[src/rtl/simple_c_monitor.sv]
// Synchronizes and deglitches the asynchronous D/E gate outputs, counts filtered rising edges
// and queues timestamped level-change events for a downstream consumer over valid/ready.
module simple_c_monitor #(
   parameter int unsigned SYNC_STAGES   = 2,
   parameter int unsigned STABLE_CYCLES = 4,
   parameter int unsigned CNT_W         = 8,
   parameter int unsigned TS_W          = 8,
   parameter int unsigned FIFO_DEPTH    = 4
) (
   input  logic             clk,
   input  logic             rst_n,
   input  logic             d_in,
   input  logic             e_in,
   input  logic             clear,
   output logic             d_level,
   output logic             e_level,
   output logic [CNT_W-1:0] d_rise_cnt,
   output logic [CNT_W-1:0] e_rise_cnt,
   output logic             overflow,
   output logic             evt_valid,
   input  logic             evt_ready,
   output logic [TS_W+1:0]  evt_data
);
   localparam int unsigned PTR_W  = (FIFO_DEPTH > 1) ? $clog2(FIFO_DEPTH) : 1;
   localparam int unsigned CNT_FW = $clog2(FIFO_DEPTH + 1);
   localparam int unsigned STAB_W = (STABLE_CYCLES > 1) ? $clog2(STABLE_CYCLES) : 1;
   localparam int unsigned EW     = TS_W + 2;
   localparam logic [STAB_W-1:0] STAB_LAST = STAB_W'(STABLE_CYCLES - 1);
   localparam logic [CNT_W-1:0]  CNT_MAX   = '1;

   // Index 0 is the D line, index 1 the E line throughout.
   logic [SYNC_STAGES-1:0] sync_q [2];
   logic [STAB_W-1:0]      stab_q [2];
   logic [CNT_W-1:0]       rise_cnt_q [2];
   logic [1:0]             level_q;
   logic [1:0]             samp;
   logic [1:0]             chg;
   logic [1:0]             rise;
   logic [TS_W-1:0]        ts_q;
   logic                   overflow_q;
   logic [EW-1:0]          mem_q [FIFO_DEPTH];
   logic [PTR_W-1:0]       wr_ptr_q;
   logic [PTR_W-1:0]       rd_ptr_q;
   logic [CNT_FW-1:0]      count_q;

   logic                   pop;
   logic                   push_d;
   logic                   push_e;
   logic                   drop;
   logic [CNT_FW-1:0]      free;
   logic [CNT_FW-1:0]      n_push;
   logic [EW-1:0]          entry0;
   logic [EW-1:0]          entry1;

   function automatic logic [PTR_W-1:0] ptr_add(input logic [PTR_W-1:0] p,
                                                 input int unsigned n);
      int unsigned s;
      s = 32'(p) + n;
      if (s >= FIFO_DEPTH) s = s - FIFO_DEPTH;
      return PTR_W'(s);
   endfunction

   always_comb begin
      for (int i = 0; i < 2; i++) begin
         samp[i] = sync_q[i][SYNC_STAGES-1];
         chg[i]  = (samp[i] != level_q[i]) && (stab_q[i] == STAB_LAST);
         rise[i] = chg[i] && samp[i];
      end
   end

   always_ff @(posedge clk or negedge rst_n) begin
      if (!rst_n) begin
         for (int i = 0; i < 2; i++) begin
            sync_q[i] <= '0;
            stab_q[i] <= '0;
         end
         level_q <= '0;
         ts_q    <= '0;
      end else begin
         sync_q[0] <= {sync_q[0][SYNC_STAGES-2:0], d_in};
         sync_q[1] <= {sync_q[1][SYNC_STAGES-2:0], e_in};
         ts_q      <= ts_q + TS_W'(1);
         for (int i = 0; i < 2; i++) begin
            if (samp[i] == level_q[i]) begin
               stab_q[i] <= '0;
            end else if (chg[i]) begin
               level_q[i] <= samp[i];
               stab_q[i]  <= '0;
            end else begin
               stab_q[i] <= stab_q[i] + STAB_W'(1);
            end
         end
      end
   end

   // A same-cycle pop frees a slot; when short of space D is kept and E dropped.
   always_comb begin
      pop    = evt_valid && evt_ready;
      free   = CNT_FW'(FIFO_DEPTH) - count_q + CNT_FW'(pop);
      push_d = chg[0] && (free != '0);
      push_e = chg[1] && (free > (chg[0] ? CNT_FW'(1) : CNT_FW'(0)));
      drop   = (chg[0] && !push_d) || (chg[1] && !push_e);
      n_push = CNT_FW'(push_d) + CNT_FW'(push_e);
      entry0 = chg[0] ? {1'b0, samp[0], ts_q} : {1'b1, samp[1], ts_q};
      entry1 = {1'b1, samp[1], ts_q};
   end

   always_ff @(posedge clk or negedge rst_n) begin
      if (!rst_n) begin
         for (int unsigned i = 0; i < FIFO_DEPTH; i++) mem_q[i] <= '0;
         wr_ptr_q      <= '0;
         rd_ptr_q      <= '0;
         count_q       <= '0;
         overflow_q    <= 1'b0;
         rise_cnt_q[0] <= '0;
         rise_cnt_q[1] <= '0;
      end else if (clear) begin
         wr_ptr_q      <= '0;
         rd_ptr_q      <= '0;
         count_q       <= '0;
         overflow_q    <= 1'b0;
         rise_cnt_q[0] <= '0;
         rise_cnt_q[1] <= '0;
      end else begin
         if (push_d || push_e) mem_q[wr_ptr_q] <= entry0;
         if (push_d && push_e) mem_q[ptr_add(wr_ptr_q, 1)] <= entry1;
         wr_ptr_q <= ptr_add(wr_ptr_q, 32'(n_push));
         if (pop) rd_ptr_q <= ptr_add(rd_ptr_q, 1);
         count_q <= count_q + n_push - CNT_FW'(pop);
         if (drop) overflow_q <= 1'b1;
         for (int i = 0; i < 2; i++) begin
            if (rise[i] && (rise_cnt_q[i] != CNT_MAX)) begin
               rise_cnt_q[i] <= rise_cnt_q[i] + CNT_W'(1);
            end
         end
      end
   end

   assign d_level    = level_q[0];
   assign e_level    = level_q[1];
   assign d_rise_cnt = rise_cnt_q[0];
   assign e_rise_cnt = rise_cnt_q[1];
   assign overflow   = overflow_q;
   assign evt_valid  = (count_q != '0);
   assign evt_data   = mem_q[rd_ptr_q];

endmodule

[config.mk]
export PLATFORM = sky130hd
export DESIGN_NAME = simple_c_monitor
export DESIGN_NICKNAME = d
export VERILOG_FILES = /design/src/rtl/simple_c_monitor.sv
export SDC_FILE = /design/constraint.sdc
export NUM_CORES = 1
export LEC_CHECK = 0
export CORE_MARGIN = 3
export CORE_UTILIZATION = 35
export DETAILED_ROUTE_END_ITERATION = 8
export PLACE_DENSITY = 0.58
export SYNTH_ARGS = -nofsm -noshare
export SYNTH_HDL_FRONTEND = slang
export SYNTH_SLANG_ARGS = --single-unit
[constraint.sdc]
create_clock -name clk -period 4.35 [get_ports clk]
set_input_delay 0.6525 -clock clk [delete_from_list [all_inputs] [get_ports clk]]
set_output_delay 0.6525 -clock clk [all_outputs]
set_load 0.005 [all_outputs]
==> summary.txt, run 1 <==
STA
  – Final Hold Viols: 0
  – Final worst path period share: 84.98%
  – Worst Hold Margin: 356.1 ps
  – Clock Skews: 12.44 ps
  – Total count of max-transition violations in the final report: 0
  – Transition time of the tightest slew-check pin: 1034 ps
  – Headroom to the max-slew limit: 31.06%
  – Minimum clock period after layout: between 3000 and 4000 ps
  – RSZ-0062 raised after global routing: false
  – Sum of negative setup slack: 0 ps
  – Highest clock frequency the design can meet: 270.5 MHz
  – Total of endpoints with negative setup slack in the final report: 0

Yosys
  – Yosys warns: 0
  – Synth Area per Inst: around 13 µm²
  – Post-synthesis instance area: about 3900 µm²
  – Register area share after synthesis: 53.26%
  – Synthesized net count: ~320
  – Number of synthesized register bits: 82
  – Number of instances in the synthesized netlist: approximately 300
  – Unique cell type count in the Yosys netlist: 45
  – Number of enable flip-flop cells after synthesis: 0
  – Commonest register cell after synthesis: dfrtp_1
  – Asr flop ratio synth: 100.0%

Setup path
  – Number of buffers and inverters on the critical path: 4
  – Most used cell along the critical path: ha_1
  – Worst EP arrival: between 3000 and 4000 ps
  – Crit path max-delay cell type: dfrtp_1
  – Crit. path cell count: 19
  – Category of the most critical setup path: reg2reg
  – Worst-path cell chain: or3_1 > nand2_1 > ha_1 > inv_1 > ha_1 > xor2_1 > nor2_1 > o21ai_0 > and3_1 > ha_1 > inv_1 > ha_1 > inv_1 > ha_1 > inv_1 > fa_1 > xnor2_1 > xnor2_1 > nor2_1
  – Highest cell delay on the worst timing path: 430 ps
  – CP top delay family: adder cells
  – Critical path required time: 4580 ps
  – Depth of the most critical reg-to-reg path: 19
  – Crit path capture type: flip-flop
  – CP Launch Type: flip-flop
  – Critical Path Fanout Max: 4

Global route
  – Antenna violations before repair: 0
  – Wire length of the first global-routing pass: 12.54 mm
  – Pin count of the biggest net entering global routing: 83
  – Remaining global-route overflow: 0
  – Via count of the first global-routing pass: 2477
  – GRT Total Usage: 12.49%

Layout
  – Finished Core Util: approximately 43%
  – Number of nets in the final layout: 364
  – Antenna fix cells: 0
  – Layout-stage area growth over the synthesis result: 17.99%
  – Ratio of cells with drive above 1 in the final layout: 18.68%
  – Non-filler cells in the finished layout: 484

Status
  – Outcome: finished clean

Clock network
  – Number of buffers inserted to repair setup after CTS: 0
  – Clock sinks: 82
  – Quantity of gates resized following cts: 0
  – CTS Hold Buffers Added: 0
  – Clock tree from TritonCTS: yes
  – Buffers from clock root to sink, at most: 2
  – Num CTS Buffers: 9
  – Clock-pin slew of the registers on the worst-case setup and hold paths: 90 ps
  – Buffer cell driving the clock tree root: clkbuf_8
  – Maximum level of the CTS H-tree: 3
  – Source-to-sink clock delay at the later pin of the worst-skew pair: 350 ps

Die
  – Chip height: 110.9 µm
  – Starting density of the core: between 30 and 40%
  – Number of ports placed on the die boundary: 36
  – Die area: 12300 µm²
  – Die Wd: 110.9 µm
  – Rows: 37
  – Core area: 10510 µm²

Detailed routing
  – Antenna-violating nets left: 0
  – Average routed wire per standard cell: 14.94 µm
  – Vias: 2409
  – Number of search-and-repair iterations in the first detailed-routing pass: 4
  – Number of remaining DRC errors: 0
  – Detail-routed via count per cell: 4.977
  – Number of violations reported at the end of detailed-routing iteration 0: 75
  – Detailed-route wire length: 7.230 mm

Placed design
  – Final HPWL DP: between 4 and 5 mm
  – Cells after DPL: roughly 470
  – Number of port buffers: 35
  – RD Place Congestion: 0.7441

Power
  – Worst-case vdd ir drop: 261.1 µV
  – Leakage power figure: just over 2 nW
  – Total power divided by cell area: approximately 470 nW/µm²

Hold path
  – Classification of the worst-slack hold path: reg2reg
  – Cell depth of the worst min-delay path: 0

Flow run
  – Reported max-cap violation count: 0
## cell usage in the layout, fill, tap and decap left out, drive strengths merged, types with 4 or more instances in the layout
master	synthesis	final
a21oi	10	10
and3	6	6
clkbuf	2	9
clkdlybuf4s50	0	34
dfrtp	82	82
ha	14	14
inv	17	21
mux2	34	34
mux4	10	10
nand2	14	14
nand3	8	8
nand4	4	4
nor2	21	21
nor2b	4	4
o21ai	7	7
or3	5	5
xnor2	9	9
xor2	15	15
## stage by stage
stage	total power [mW]	cell area [µm²]	setup WS [ps]
global route	2.269	4546	401.7
finish	2.132	4546	653.6
CTS	2.171	4546	646.6
global placement	1.564	4340	500.7
detailed placement	1.584	4340	424.8
floorplan	1.337	3852	874.1
## power by group
part / internal, mW / total (mW) / switching (mW)
clock network: 0.276 / 0.578 / 0.303
registers: 0.868 / 0.968 / 0.100
logic: 0.351 / 0.586 / 0.235
## registers in the layout (all words and copies together), names as in the netlist
signal      count
sync_q          2
ts_q            8
mem_q          40
count_q         3
stab_q          4
d_rise_cnt      8
rd_ptr_q        2
e_rise_cnt      8
entry1          1
level_q         2
overflow        1
wr_ptr_q        2
samp            1
## cells in the mapped netlist (6+ instances only)
cell type,instances,area [µm²]
xor2_1,15,131.4
inv_1,17,63.81
xnor2_1,9,78.83
nand3_1,8,40.04
o21ai_0,6,30.03
ha_1,14,175.2
and3_1,6,37.54
dfrtp_1,82,2052
mux4_2,10,225.2
a21oi_1,8,40.04
mux2_2,33,371.6
nand2_1,14,52.55
nor2_1,21,78.83
## metal layers
layer	GRT usage (%)	vias to the layer above	routed length, µm
met5	0	-	0
met4	3.202	0	65
met3	3.111	8	298
met2	19.26	47	3336
met1	17.68	1186	3529
li1	-	1168	-
## layout make-up
type                            instances  area [µm²]
Multi-Input combinational cell        197        1699
Tap cell                              136       170.2
Inverter                               17       63.81
Fill cell                             965        5963
Clock buffer                            9       123.9
Sequential cell                        82        2052
Timing Repair Buffer                   36       355.3
Clock inverter                          7       81.33
## path summary, 6_finish.rpt
path                       startpoint            end  slack [ps]
max                        count_q[2]     count_q[2]         650
min                         sync_q[0]      entry1[8]         360
max reg2reg                count_q[2]     count_q[2]         650
min reg2reg                 sync_q[0]      entry1[8]         360
max in group asynchronous       rst_n      stab_q[2]        3190
min in group asynchronous       rst_n  d_rise_cnt[0]         460
## kinds of logic (layout without fill, tap and decap cells)
| kind of cell | after synthesis | after routing | share of synthesized area [%] |
|---|---|---|---|
| mux | 47 | 47 | 16.56 |
| flops | 82 | 82 | 53.26 |
| simple gates | 77 | 77 | 10.72 |
| xor+xnor | 24 | 24 | 5.457 |
| buf+inv | 24 | 69 | 2.631 |
| compound gates | 34 | 34 | 6.301 |
| fa+ha+maj | 15 | 15 | 5.067 |
No activity file was read; power rests on OpenSTA's default activity.
==> run 2, diff against run 1 <==
--- a/config.mk
+++ b/config.mk
@@ -8,7 +8,7 @@
 export CORE_MARGIN = 3
 export CORE_UTILIZATION = 35
 export DETAILED_ROUTE_END_ITERATION = 8
-export PLACE_DENSITY = 0.58
+export PLACE_DENSITY = 0.6
 export SYNTH_ARGS = -nofsm -noshare
 export SYNTH_HDL_FRONTEND = slang
 export SYNTH_SLANG_ARGS = --single-unit
==> constraint.sdc (replaced) <==
create_clock -name clk -period 3.1 [get_ports clk]
set_input_delay 0.465 -clock clk [delete_from_list [all_inputs] [get_ports clk]]
set_output_delay 0.465 -clock clk [all_outputs]
set_load 0.005 [all_outputs]
==> run 2 against run 1 <==
  * The run now ends with setup timing left
  * Cell area grew 13%
  * Clock skew shrank 4.7 ps
  * Die area is the same
  * Flip-flop and latch count is the same
  * Critical path type unchanged
==> summary.txt, run 2 (synthesis results as in run 1) <==
STA
  – Headroom to the max-slew limit: 29.83% (-1.2 points)
  – Total of endpoints with negative setup slack in the final report: 11 (+11)
  – Transition time of the tightest slew-check pin: 1052 ps (+18.40 ps)
  – Worst Hold Margin: 237.2 ps (-118.9 ps)
  – Highest clock frequency the design can meet: 295.7 MHz (+9.3%)
  – Final Hold Viols: 0 (unchanged)
  – Crit path setup slack, layout: -281.3 ps (-934.8 ps)
  – Minimum clock period after layout: 3381 ps (-315.2 ps)
  – RSZ-0062 raised after global routing: true
  – Clock Skews: 7.713 ps (-4.725 ps)
  – Total count of max-transition violations in the final report: 0 (unchanged)
  – Final worst path period share: 109.1% (+24 points)

Setup path
  – Worst EP arrival: 3630 ps (-300 ps)
  – Most used cell along the critical path: ha_4
  – Highest cell delay on the worst timing path: 400 ps (-30 ps)
  – Crit path capture type: flip-flop
  – CP top delay family: adder cells
  – Category of the most critical setup path: reg2reg
  – Critical path launch point: count_q[1]
  – CP Launch Type: flip-flop
  – Worst-path cell chain: or3_4 > nand2_4 > ha_4 > inv_2 > ha_4 > xor2_2 > nor2_2 > o21ai_2 > and3_1 > ha_1 > inv_2 > ha_4 > inv_4 > ha_4 > inv_2 > fa_2 > xnor2_2 > xnor2_1 > nor2_1
  – Crit path max-delay cell type: or3_4
  – Number of buffers and inverters on the critical path: 4 (unchanged)
  – Critical Path Fanout Max: 3 (-1)
  – Worst R2R Start: count_q[1]
  – Critical path required time: 3350 ps (-1230 ps)

Global route
  – Remaining global-route overflow: 0 (unchanged)
  – Wire length of the first global-routing pass: 13.70 mm (+9.2%)
  – Via count of the first global-routing pass: 2705 (+9.2%)
  – GRT Total Usage: 13.85% (+1.4 points)
  – Pin count of the biggest net entering global routing: 83 (unchanged)
  – Antenna violations before repair: 0 (unchanged)

Detailed routing
  – Number of search-and-repair iterations in the first detailed-routing pass: 4 (unchanged)
  – Number of violations reported at the end of detailed-routing iteration 0: 94 (+25%)
  – Antenna-violating nets left: 0 (unchanged)
  – Vias: 2619 (+8.7%)
  – Average routed wire per standard cell: 15.83 µm (+6.0%)
  – Number of remaining DRC errors: 0 (unchanged)
  – Detailed-route wire length: 8.216 mm (+14%)
  – Detail-routed via count per cell: 5.046 (+1.4%)

Status
  – Violations in the final reports: setup timing
  – Outcome: finished with violations

Layout
  – Number of nets in the final layout: 399 (+9.6%)
  – Antenna fix cells: 0 (unchanged)
  – Layout-stage area growth over the synthesis result: 33.58%
  – Flip-flop count of the largest register, all copies and words added: 40 (unchanged)
  – Final Cell Area: 5146 µm² (+13%)
  – Ratio of cells with drive above 1 in the final layout: 33.16% (+14 points)
  – Most flops, register: mem_q
  – Finished Core Util: 48.97% (+5.7 points)
  – Leading cell type in the layout, fill and taps excluded: dfrtp_1
  – Most frequent cells in the layout: dfrtp_1, clkdlybuf4s50_1, buf_4

Placed design
  – RD Place Congestion: 0.7357 (-1.1%)
  – Final HPWL DP: 5.175 mm (+5.3%)
  – Setup slack after placement: -502.7 ps (-927.5 ps)
  – Number of port buffers: 35 (unchanged)
  – Post-placement cell area: 4558 µm² (+5.0%)

Die
  – Rows: 37 (unchanged)
  – Number of ports placed on the die boundary: 36 (unchanged)
  – Die area: 12300 µm² (unchanged)
  – Die Wd: 110.9 µm (unchanged)
  – Starting density of the core: 36.66% (unchanged)
  – Chip height: 110.9 µm (unchanged)
  – Core area: 10510 µm² (unchanged)

Clock network
  – Maximum level of the CTS H-tree: 3 (unchanged)
  – Num CTS Buffers: 9 (unchanged)
  – Clock tree from TritonCTS: yes
  – Clock sinks: 82 (unchanged)
  – CTS Hold Buffers Added: 0 (unchanged)
  – Buffer cell driving the clock tree root: clkbuf_8
  – Clock-pin slew of the registers on the worst-case setup and hold paths: 80 ps (about the same)
  – Source-to-sink clock delay at the later pin of the worst-skew pair: 360 ps (about the same)
  – Buffers from clock root to sink, at most: 2 (unchanged)

Flow run
  – Reported max-cap violation count: 0 (unchanged)

Power
  – Worst-case vdd ir drop: 413.6 µV (+58%)
  – Total power divided by cell area: 674.8 nW/µm² (+44%)
  – Leakage power figure: 2.333 nW (+13%)

Hold path
  – Classification of the worst-slack hold path: in2async
==> run 2: cell types whose count changed in the layout (fill, tap and decap cells not counted), moves of 3 or more <==
cell / previous run / this run
ha_4: 0 / 6
mux2_2: 33 / 8
mux2_4: 0 / 25
inv_2: 0 / 4
ha_1: 14 / 7
buf_4: 2 / 28
inv_1: 17 / 12
nand2_1: 14 / 11
buf_6: 0 / 6
==> run 2: final cells by class <==
class                   count  area [µm²]
clock buffers              11       141.4
clock inverters             5       61.31
fillers                   923        5363
inverters                  17       66.31
multi-input cells         197        1972
flip-flops and latches     82        2052
well taps                 136       170.2
repair buffers             71       683.2
==> run 2: where the power goes <==
| group | total, mW | internal [mW] | switching (mW) |
|---|---|---|---|
| Combinational | 1.36 | 0.812 | 0.547 |
| Sequential | 1.32 | 1.22 | 0.104 |
| Clock | 0.791 | 0.399 | 0.393 |
==> run 2: routing by layer <==
layer,track usage (%),up-vias,wire [µm]
met2,21.64,49,3865
met4,4.680,0,113
met1,18.48,1330,3862
met5,0,-,0
li1,-,1231,-
met3,4.039,9,375
==> run 2: final timing paths <==
kind                       cells after the start  slack (ps)             to
max                                           19        -280     count_q[2]
min                                            1         240  d_rise_cnt[2]
max reg2reg                                   19        -280     count_q[2]
min reg2reg                                    0         350        samp[0]
max in group asynchronous                      1        2140  e_rise_cnt[7]
min in group clk                               0         350        samp[0]
==> run 2: timing repair <==
action / in CTS / in global routing
pin swaps: 11 / 16
setup endpoints to repair: 18 / 43
gates cloned: 1 / 1
setup buffers: 8 / 5
gates resized for setup: 38 / 29
==> run 2: stage by stage <==
step | TNS, ps | power [mW] | std cells
final | -844.2 | 3.472 | 519
after global routing | -2215 | 3.685 | 519
after CTS | -3915 | 3.381 | 516
after detailed placement | -5378 | 2.372 | 491
after global placement | -3699 | 2.340 | 491
after floorplan | -399.4 | 1.914 | 303
